[src/rtl/ram_driver_if.sv]
// Bundle of client-side and PSRAM-side signals for ram_driver.
// Command: cmd_valid/cmd_ready/cmd_write/cmd_addr/cmd_len/cmd_ublb. Write data: wr_data/wr_next.
// Read data: rd_data/rd_strobe. RAM bus: ram_clk, ram_a, ram_d_*, ram_ce1/ce2/oe/we/adv/ub/lb.
interface ram_driver_if;
  logic        cmd_valid;
  logic        cmd_ready;
  logic        cmd_write;
  logic [22:0] cmd_addr;
  logic [3:0]  cmd_len;
  logic [1:0]  cmd_ublb;
  logic [15:0] wr_data;
  logic        wr_next;
  logic [15:0] rd_data;
  logic        rd_strobe;
  logic        ram_clk;
  logic [22:0] ram_a;
  logic [15:0] ram_d_out;
  logic        ram_d_oe;
  logic [15:0] ram_d_in;
  logic        ram_ce1;
  logic        ram_ce2;
  logic        ram_oe;
  logic        ram_we;
  logic        ram_adv;
  logic        ram_ub;
  logic        ram_lb;

  // master: the bus initiator (ram_driver itself)
  modport master (
    input  cmd_valid, cmd_write, cmd_addr, cmd_len, cmd_ublb, wr_data, ram_d_in,
    output cmd_ready, wr_next, rd_data, rd_strobe,
    output ram_clk, ram_a, ram_d_out, ram_d_oe,
    output ram_ce1, ram_ce2, ram_oe, ram_we, ram_adv, ram_ub, ram_lb
  );

  // slave: the client plus the PSRAM device (bench side)
  modport slave (
    output cmd_valid, cmd_write, cmd_addr, cmd_len, cmd_ublb, wr_data, ram_d_in,
    input  cmd_ready, wr_next, rd_data, rd_strobe,
    input  ram_clk, ram_a, ram_d_out, ram_d_oe,
    input  ram_ce1, ram_ce2, ram_oe, ram_we, ram_adv, ram_ub, ram_lb
  );
endinterface

[src/rtl/ram_driver.sv]
// Synchronous-burst PSRAM bus initiator: turns one read/write burst command into a full RAM bus cycle.
// Latency: burst takes 2*(1+LATENCY+len)*CLK_DIV mclk cycles; read word k strobes 2*(1+LATENCY+k)*CLK_DIV after accept.
// Backpressure: cmd_ready only in IDLE, no queuing; write data is paced by wr_next, reads are never stalled.
// Ports: mclk/reset (async, active-high); bus = ram_driver_if.master carrying the command, write-data,
//        read-data and PSRAM bus signals (all bus outputs registered).
module ram_driver #(
  parameter int CLK_DIV = 4,  // mclk cycles per ram_clk half-period, 2..255
  parameter int LATENCY = 3   // rises from address-latch rise to first data rise, 1..7
) (
  input  logic          mclk,
  input  logic          reset,
  ram_driver_if.master  bus
);

  typedef enum logic [1:0] {IDLE, ADDR, WAIT, DATA} state_t;

  localparam logic [7:0] DIV_LAST   = 8'(CLK_DIV - 1);
  // The fall after this rise is the one right before the first data rise.
  localparam logic [4:0] LAT_RISE   = 5'(LATENCY);
  localparam logic [4:0] FIRST_DATA = 5'(LATENCY + 1);

  state_t      state_q, state_d;
  logic [7:0]  div_cnt_q, div_cnt_d;
  logic [4:0]  rise_cnt_q, rise_cnt_d;
  logic        write_q, write_d;
  logic [3:0]  len_q, len_d;
  logic        ram_clk_q, ram_clk_d;
  logic [22:0] a_q, a_d;
  logic [15:0] d_out_q, d_out_d;
  logic        d_oe_q, d_oe_d;
  logic        ce1_q, ce1_d, ce2_q, ce2_d, oe_q, oe_d, we_q, we_d;
  logic        adv_q, adv_d, ub_q, ub_d, lb_q, lb_d;
  logic        wr_next_q, wr_next_d;
  logic        rd_strobe_q, rd_strobe_d;
  logic [15:0] rd_data_q, rd_data_d;

  logic        tick, rise, fall;
  logic        load_wr, end_burst;
  logic [4:0]  last_rise;

  // ram_clk edge generation: one toggle every CLK_DIV mclk edges while busy.
  assign tick      = (state_q != IDLE) && (div_cnt_q == DIV_LAST);
  assign rise      = tick && !ram_clk_q;
  assign fall      = tick && ram_clk_q;
  assign last_rise = FIRST_DATA + {1'b0, len_q};

  always_comb begin
    state_d     = state_q;
    div_cnt_d   = div_cnt_q;
    rise_cnt_d  = rise_cnt_q;
    write_d     = write_q;
    len_d       = len_q;
    ram_clk_d   = ram_clk_q;
    a_d         = a_q;
    d_out_d     = d_out_q;
    d_oe_d      = d_oe_q;
    ce1_d       = ce1_q;
    ce2_d       = ce2_q;
    oe_d        = oe_q;
    we_d        = we_q;
    adv_d       = adv_q;
    ub_d        = ub_q;
    lb_d        = lb_q;
    wr_next_d   = 1'b0;
    rd_strobe_d = 1'b0;
    rd_data_d   = rd_data_q;
    load_wr     = 1'b0;
    end_burst   = 1'b0;

    if (state_q != IDLE) begin
      div_cnt_d = tick ? 8'd0 : div_cnt_q + 8'd1;
      if (rise) begin
        ram_clk_d  = 1'b1;
        rise_cnt_d = rise_cnt_q + 5'd1;
      end
      if (fall) begin
        ram_clk_d = 1'b0;
      end
    end

    case (state_q)
      IDLE: begin
        if (bus.cmd_valid) begin
          state_d    = ADDR;
          write_d    = bus.cmd_write;
          len_d      = bus.cmd_len;
          div_cnt_d  = 8'd0;
          rise_cnt_d = 5'd0;
          ram_clk_d  = 1'b0;
          ce1_d      = 1'b0;
          ce2_d      = 1'b1;
          adv_d      = 1'b0;
          a_d        = bus.cmd_addr;
          we_d       = ~bus.cmd_write;
          if (bus.cmd_write) begin
            {ub_d, lb_d} = ~bus.cmd_ublb;
          end else begin
            {ub_d, lb_d} = 2'b00;
          end
        end
      end
      ADDR: begin
        // Only rise #1 happens in ADDR, so the first fall ends the address phase.
        if (fall) begin
          adv_d = 1'b1;
          oe_d  = write_q;  // reads enable the PSRAM output drivers for the rest of the burst
          if (LATENCY == 1) begin
            // The address-latch fall is already the fall before the first data rise.
            state_d = DATA;
            load_wr = write_q;
          end else begin
            state_d = WAIT;
          end
        end
      end
      WAIT: begin
        if (fall && rise_cnt_q == LAT_RISE) begin
          state_d = DATA;
          load_wr = write_q;
        end
      end
      DATA: begin
        // Every fall in DATA follows a data rise: capture the read word, then either
        // finish or present the next write word for the coming rise.
        if (fall) begin
          if (!write_q) begin
            rd_data_d   = bus.ram_d_in;
            rd_strobe_d = 1'b1;
          end
          if (rise_cnt_q == last_rise) begin
            end_burst = 1'b1;
          end else begin
            load_wr = write_q;
          end
        end
      end
      default: state_d = IDLE;
    endcase

    if (load_wr) begin
      d_out_d   = bus.wr_data;
      d_oe_d    = 1'b1;
      wr_next_d = 1'b1;
    end

    // ram_a and ram_d_out keep their values; the PSRAM advances the address itself.
    if (end_burst) begin
      state_d = IDLE;
      ce1_d   = 1'b1;
      ce2_d   = 1'b0;
      oe_d    = 1'b1;
      we_d    = 1'b1;
      adv_d   = 1'b1;
      ub_d    = 1'b1;
      lb_d    = 1'b1;
      d_oe_d  = 1'b0;
    end
  end

  always_ff @(posedge mclk or posedge reset) begin
    if (reset) begin
      state_q     <= IDLE;
      div_cnt_q   <= 8'd0;
      rise_cnt_q  <= 5'd0;
      write_q     <= 1'b0;
      len_q       <= 4'd0;
      ram_clk_q   <= 1'b0;
      a_q         <= 23'd0;
      d_out_q     <= 16'd0;
      d_oe_q      <= 1'b0;
      ce1_q       <= 1'b1;
      ce2_q       <= 1'b0;
      oe_q        <= 1'b1;
      we_q        <= 1'b1;
      adv_q       <= 1'b1;
      ub_q        <= 1'b1;
      lb_q        <= 1'b1;
      wr_next_q   <= 1'b0;
      rd_strobe_q <= 1'b0;
      rd_data_q   <= 16'd0;
    end else begin
      state_q     <= state_d;
      div_cnt_q   <= div_cnt_d;
      rise_cnt_q  <= rise_cnt_d;
      write_q     <= write_d;
      len_q       <= len_d;
      ram_clk_q   <= ram_clk_d;
      a_q         <= a_d;
      d_out_q     <= d_out_d;
      d_oe_q      <= d_oe_d;
      ce1_q       <= ce1_d;
      ce2_q       <= ce2_d;
      oe_q        <= oe_d;
      we_q        <= we_d;
      adv_q       <= adv_d;
      ub_q        <= ub_d;
      lb_q        <= lb_d;
      wr_next_q   <= wr_next_d;
      rd_strobe_q <= rd_strobe_d;
      rd_data_q   <= rd_data_d;
    end
  end

  assign bus.cmd_ready = (state_q == IDLE);
  assign bus.wr_next   = wr_next_q;
  assign bus.rd_data   = rd_data_q;
  assign bus.rd_strobe = rd_strobe_q;
  assign bus.ram_clk   = ram_clk_q;
  assign bus.ram_a     = a_q;
  assign bus.ram_d_out = d_out_q;
  assign bus.ram_d_oe  = d_oe_q;
  assign bus.ram_ce1   = ce1_q;
  assign bus.ram_ce2   = ce2_q;
  assign bus.ram_oe    = oe_q;
  assign bus.ram_we    = we_q;
  assign bus.ram_adv   = adv_q;
  assign bus.ram_ub    = ub_q;
  assign bus.ram_lb    = lb_q;

endmodule
[src/flat_wrapper.sv]
// flat-port wrapper written by rule: the top's interface ports become plain ports
module ram_driver_flat 
#(
  parameter int CLK_DIV = 4,                                                
  parameter int LATENCY = 3                                                            
)
  (mclk, reset, bus_cmd_valid, bus_cmd_write, bus_cmd_addr, bus_cmd_len, bus_cmd_ublb, bus_wr_data, bus_ram_d_in, bus_cmd_ready, bus_wr_next, bus_rd_data, bus_rd_strobe, bus_ram_clk, bus_ram_a, bus_ram_d_out, bus_ram_d_oe, bus_ram_ce1, bus_ram_ce2, bus_ram_oe, bus_ram_we, bus_ram_adv, bus_ram_ub, bus_ram_lb);
  ram_driver_if bus_i ();
  input  logic mclk;
  input  logic reset;
  input wire logic [$bits(bus_i.cmd_valid)-1:0] bus_cmd_valid;
  input wire logic [$bits(bus_i.cmd_write)-1:0] bus_cmd_write;
  input wire logic [$bits(bus_i.cmd_addr)-1:0] bus_cmd_addr;
  input wire logic [$bits(bus_i.cmd_len)-1:0] bus_cmd_len;
  input wire logic [$bits(bus_i.cmd_ublb)-1:0] bus_cmd_ublb;
  input wire logic [$bits(bus_i.wr_data)-1:0] bus_wr_data;
  input wire logic [$bits(bus_i.ram_d_in)-1:0] bus_ram_d_in;
  output wire logic [$bits(bus_i.cmd_ready)-1:0] bus_cmd_ready;
  output wire logic [$bits(bus_i.wr_next)-1:0] bus_wr_next;
  output wire logic [$bits(bus_i.rd_data)-1:0] bus_rd_data;
  output wire logic [$bits(bus_i.rd_strobe)-1:0] bus_rd_strobe;
  output wire logic [$bits(bus_i.ram_clk)-1:0] bus_ram_clk;
  output wire logic [$bits(bus_i.ram_a)-1:0] bus_ram_a;
  output wire logic [$bits(bus_i.ram_d_out)-1:0] bus_ram_d_out;
  output wire logic [$bits(bus_i.ram_d_oe)-1:0] bus_ram_d_oe;
  output wire logic [$bits(bus_i.ram_ce1)-1:0] bus_ram_ce1;
  output wire logic [$bits(bus_i.ram_ce2)-1:0] bus_ram_ce2;
  output wire logic [$bits(bus_i.ram_oe)-1:0] bus_ram_oe;
  output wire logic [$bits(bus_i.ram_we)-1:0] bus_ram_we;
  output wire logic [$bits(bus_i.ram_adv)-1:0] bus_ram_adv;
  output wire logic [$bits(bus_i.ram_ub)-1:0] bus_ram_ub;
  output wire logic [$bits(bus_i.ram_lb)-1:0] bus_ram_lb;
  assign bus_i.cmd_valid = bus_cmd_valid;
  assign bus_i.cmd_write = bus_cmd_write;
  assign bus_i.cmd_addr = bus_cmd_addr;
  assign bus_i.cmd_len = bus_cmd_len;
  assign bus_i.cmd_ublb = bus_cmd_ublb;
  assign bus_i.wr_data = bus_wr_data;
  assign bus_i.ram_d_in = bus_ram_d_in;
  assign bus_cmd_ready = bus_i.cmd_ready;
  assign bus_wr_next = bus_i.wr_next;
  assign bus_rd_data = bus_i.rd_data;
  assign bus_rd_strobe = bus_i.rd_strobe;
  assign bus_ram_clk = bus_i.ram_clk;
  assign bus_ram_a = bus_i.ram_a;
  assign bus_ram_d_out = bus_i.ram_d_out;
  assign bus_ram_d_oe = bus_i.ram_d_oe;
  assign bus_ram_ce1 = bus_i.ram_ce1;
  assign bus_ram_ce2 = bus_i.ram_ce2;
  assign bus_ram_oe = bus_i.ram_oe;
  assign bus_ram_we = bus_i.ram_we;
  assign bus_ram_adv = bus_i.ram_adv;
  assign bus_ram_ub = bus_i.ram_ub;
  assign bus_ram_lb = bus_i.ram_lb;
  ram_driver #(.CLK_DIV(CLK_DIV), .LATENCY(LATENCY)) u_core (.mclk(mclk), .reset(reset), .bus(bus_i));
endmodule
[config.mk]
export PLATFORM = sky130hd
export DESIGN_NAME = ram_driver_flat
export DESIGN_NICKNAME = d
export VERILOG_FILES = /design/src/rtl/ram_driver_if.sv /design/src/rtl/ram_driver.sv /design/src/flat_wrapper.sv
export SDC_FILE = /design/constraint.sdc
export NUM_CORES = 1
export LEC_CHECK = 0
export CORE_MARGIN = 4
export CORE_UTILIZATION = 30
export DETAILED_ROUTE_END_ITERATION = 8
export GPL_ROUTABILITY_DRIVEN = 0
export PLACE_DENSITY = 0.55
export SYNTH_ARGS = -nofsm -noshare
export SYNTH_HDL_FRONTEND = slang
export SYNTH_SLANG_ARGS = --single-unit
[constraint.sdc]
create_clock -name mclk -period 9.6 [get_ports mclk]
set_input_delay 2.88 -clock mclk [delete_from_list [all_inputs] [get_ports mclk]]
set_output_delay 2.88 -clock mclk [all_outputs]
set_load 0.02 [all_outputs]
==> out/qor.csv <==
stage,metric,value,unit
final_layout,final_cells,606,
global_routing,grt_first_pass_wirelength,14920,um
floorplan,rows,39,
placement,numPortBuffers,131,
clock_tree,cts_tree,done,
sta,tns,0,ns
job,drv_cap,0,
placement,dpl.hpwl,6186,um
routing,dr_wl_met3,430,um
routing,routed-via-count,2722,
sta,maxSlewHeadroom,47.99,%
logic_synthesis,synth_area,3621,um2
final_layout,final_util,46.28,%
floorplan,die_h,117.9,um
floorplan,die_x,117.9,um
clock_tree,clk_latency,0.33,ns
setup_path,startpoint_type,flop,
setup_path,r2r-start,u_core.state_q[0],
placement,dp_cells,590,
final_layout,drive_above_1_share,13.17,%
routing,drc,0,
logic_synthesis,ys_seq_elements,86,
logic_synthesis,yosysWarnings,0,
sta,worst_pin_slew,0.7802,ns
global_routing,grt_max_degree,55,
sta,hold_viol_final,0,
setup_path,path_cells,"inv_1, ha_1, clkdlybuf4s50_1",
routing,wl_met2,4240,um
global_routing,grt_pass1_vias,2954,
clock_tree,cts_buffers,9,
logic_synthesis,synth_top_area_cell,dfrtp_1,
pwr,leakagePower,2.518,nW
global_routing,antenna_found_initial,0,
logic_synthesis,synthFlopType,dfrtp_1,
outcome,status,completed,
routing,routed_wl,8695,um
pwr,powerDensity,266.9,nW/um2
setup_path,cpPeakStageDelay,0.70,ns
final_layout,num_antenna_cells,0,
setup_path,worst_path_max_delay_cell,clkdlybuf4s50_1,
floorplan,io_pins,132,
pwr,ir_worst_vdd,0.1220,mV
routing,initialDrtViolationCount,136,
setup_path,critPathLaunch,u_core.state_q[1],
sta,timing.final.crit_share,51.15,%
logic_synthesis,yosysTopAreaCellShare,55.29,%
clock_tree,root_buffer,clkbuf_16,
clock_tree,ctsResizeCount,0,
routing,routed_via_density,4.492,
sta,setup_violations,0,
logic_synthesis,syn_area_per_cell,11.14,um2
hold_path,min_path_type,reg2reg,
sta,slew_violations,0,
clock_tree,cts_hold_buf,0,
routing,first_pass_iters,4,
logic_synthesis,syn_inst,325,
final_layout,area_growth,48.45,%
setup_path,path_class,reg2out,
setup_path,cp.arrival,2.03,ns
clock_tree,numClockSinks,86,
sta,fin_ws,4.690,ns
setup_path,crit_path_max_fanout,15,
routing,drt-wirelength-per-cell,14.35,um
logic_synthesis,async_reset_ff_share,100.0,%
sta,min_period,4.910,ns
logic_synthesis,yosysSeqAreaShare,59.64,%
placement,dp_slack,4.877,ns
sta,fmax,0.2037,GHz
routing,wl_met1,3918,um
global_routing,grt_usage,13.08,%
pwr,p_total,0.001434,W
logic_synthesis,syn-num-nets,400,
global_routing,grt-ovfl-total,0,
clock_tree,postCtsSetupBuffers,0,
clock_tree,clock_tree.buffer_depth,2,
setup_path,crit_required,6.72,ns
sta,finClkSkew,0.006681,ns
clock_tree,cts.htree.levels,3,
hold_path,hp-start,u_core.bus.ram_ce1,
floorplan,die-area,13890,um2
floorplan,core_area,11610,um2
floorplan,initial_core_util,31.18,%
sta,rsz0062_at_grt,false,
routing,top_layer,met4,
routing,detail-route-antenna-nets,0,
logic_synthesis,ys_types,37,
final_layout,nNetsFinal,533,
setup_path,end_kind,primary output,
logic_synthesis,synth_edf_count,0,
logic_synthesis,synthTopCellsByArea,"dfrtp_1, nand2_1, mux2_2, dfstp_2, ha_1",
clock_tree,path_clk_slew,0.06,ns
==> per-stage QoR <==
stage	instance area (um2)	hold WS, ns
2_1_floorplan	3621	0.4497
3_3_place_gp	5077	0.4575
3_5_place_dp	5077	0.4626
4_1_cts	5375	0.4738
5_1_grt	5375	0.5090
6_report	5375	0.4682
==> Yosys cell counts (2+ instances only) <==
cell type / count
ha_1: 10
xnor2_1: 6
nor2b_1: 4
o21ai_0: 5
mux2i_1: 4
nand2_1: 99
xor2_1: 6
and3_1: 3
nand4_1: 2
or3_1: 2
and4b_1: 2
mux2_2: 32
clkbuf_1: 10
and2_1: 2
nor2_1: 14
a21oi_1: 5
nor3b_1: 3
buf_6: 2
dfstp_2: 6
nand3_1: 7
o21a_1: 2
inv_1: 5
dfrtp_1: 80
==> path summary, 6_finish.rpt <==
check                                           to  slack, ns  depth (start not counted)
setup / recovery                     bus_cmd_ready       4.69                          3
hold / removal                  u_core.bus.ram_ce1       0.47                          2
setup reg to reg           u_core.bus.ram_d_out[2]       6.54                          9
hold reg to reg                 u_core.bus.ram_ce1       0.47                          2
min in group asynchronous    u_core.bus.rd_data[6]       2.90                          2
max in group asynchronous     u_core.bus.ram_a[10]       5.58                          3
==> kinds of logic (layout without fill, tap and decap cells) <==
logic type	after synthesis	in the layout	synth area share [%]
AOI/OAI and AO/OA	18	18	3.179
buffers and inverters	18	156	2.315
muxes	36	36	11.06
and+or+nand+nor	145	145	17.45
adders and majority gates	10	10	3.455
xor gates and xnor gates	12	12	2.903
DFF	86	86	59.64
==> report_power, final <==
part | internal [W] | switching [W]
clock network | 0.000203 | 0.000149
logic | 0.000259 | 0.000281
registers | 0.000472 | 0.0000707
==> registers in the layout (all words and copies together) (netlist names) <==
signal / cells
u_core.bus.ram_a: 23
u_core.bus.ram_d_out: 16
u_core.bus.rd_data: 16
u_core.div_cnt_q: 8
u_core.rise_cnt_q: 5
u_core.len_q: 4
u_core.state_q: 2
u_core.bus.ram_adv: 1
u_core.bus.ram_ce1: 1
u_core.bus.ram_ce2: 1
u_core.bus.ram_clk: 1
u_core.bus.ram_d_oe: 1
u_core.bus.ram_lb: 1
u_core.bus.ram_oe: 1
u_core.bus.ram_ub: 1
u_core.bus.ram_we: 1
u_core.bus.rd_strobe: 1
u_core.bus.wr_next: 1
u_core.write_q: 1
==> critical path: cells and delay by family, from the launching register on <==
| family | cells | cell delay, ns |
|---|---|---|
| buffers and inverters | 2 | 0.82 |
| adders and majority gates | 1 | 0.46 |
| DFF | 1 | 0.42 |
==> area by class of cell <==
class | count | area, um2
Fill cell | 1093 | 6238
Sequential cell | 86 | 2160
Multi-Input combinational cell | 221 | 1378
Timing Repair Buffer | 135 | 1341
Clock buffer | 9 | 225.2
Tap cell | 143 | 178.9
Clock inverter | 7 | 72.57
Inverter | 5 | 20.02
==> placed cells by master (no fill, tap or decap), drive strengths merged, types with 2 or more instances in the layout <==
cell type | Yosys | final
nand4 | 2 | 2
buf | 3 | 4
and3 | 3 | 3
mux2i | 4 | 4
clkinvlp | 0 | 2
nor2 | 14 | 14
inv | 5 | 6
mux2 | 32 | 32
xor2 | 6 | 6
nor3b | 3 | 3
nand3 | 7 | 7
dfrtp | 80 | 80
ha | 10 | 10
xnor2 | 6 | 6
clkbuf | 10 | 9
and4b | 2 | 2
a21oi | 5 | 5
nor2b | 4 | 4
o21ai | 5 | 5
dfstp | 6 | 6
o21a | 2 | 2
or3 | 2 | 2
clkdlybuf4s50 | 0 | 131
clkinv | 0 | 3
nand2 | 99 | 99
and2 | 2 | 2
==> routing by layer <==
layer | GRT usage [%] | up-vias
met3 | 4.181 | 9
met2 | 21.85 | 71
li1 | - | 1336
met1 | 16.18 | 1306
met5 | 0 | -
met4 | 3.956 | 0
No activity file was read; power rests on OpenSTA's default activity.
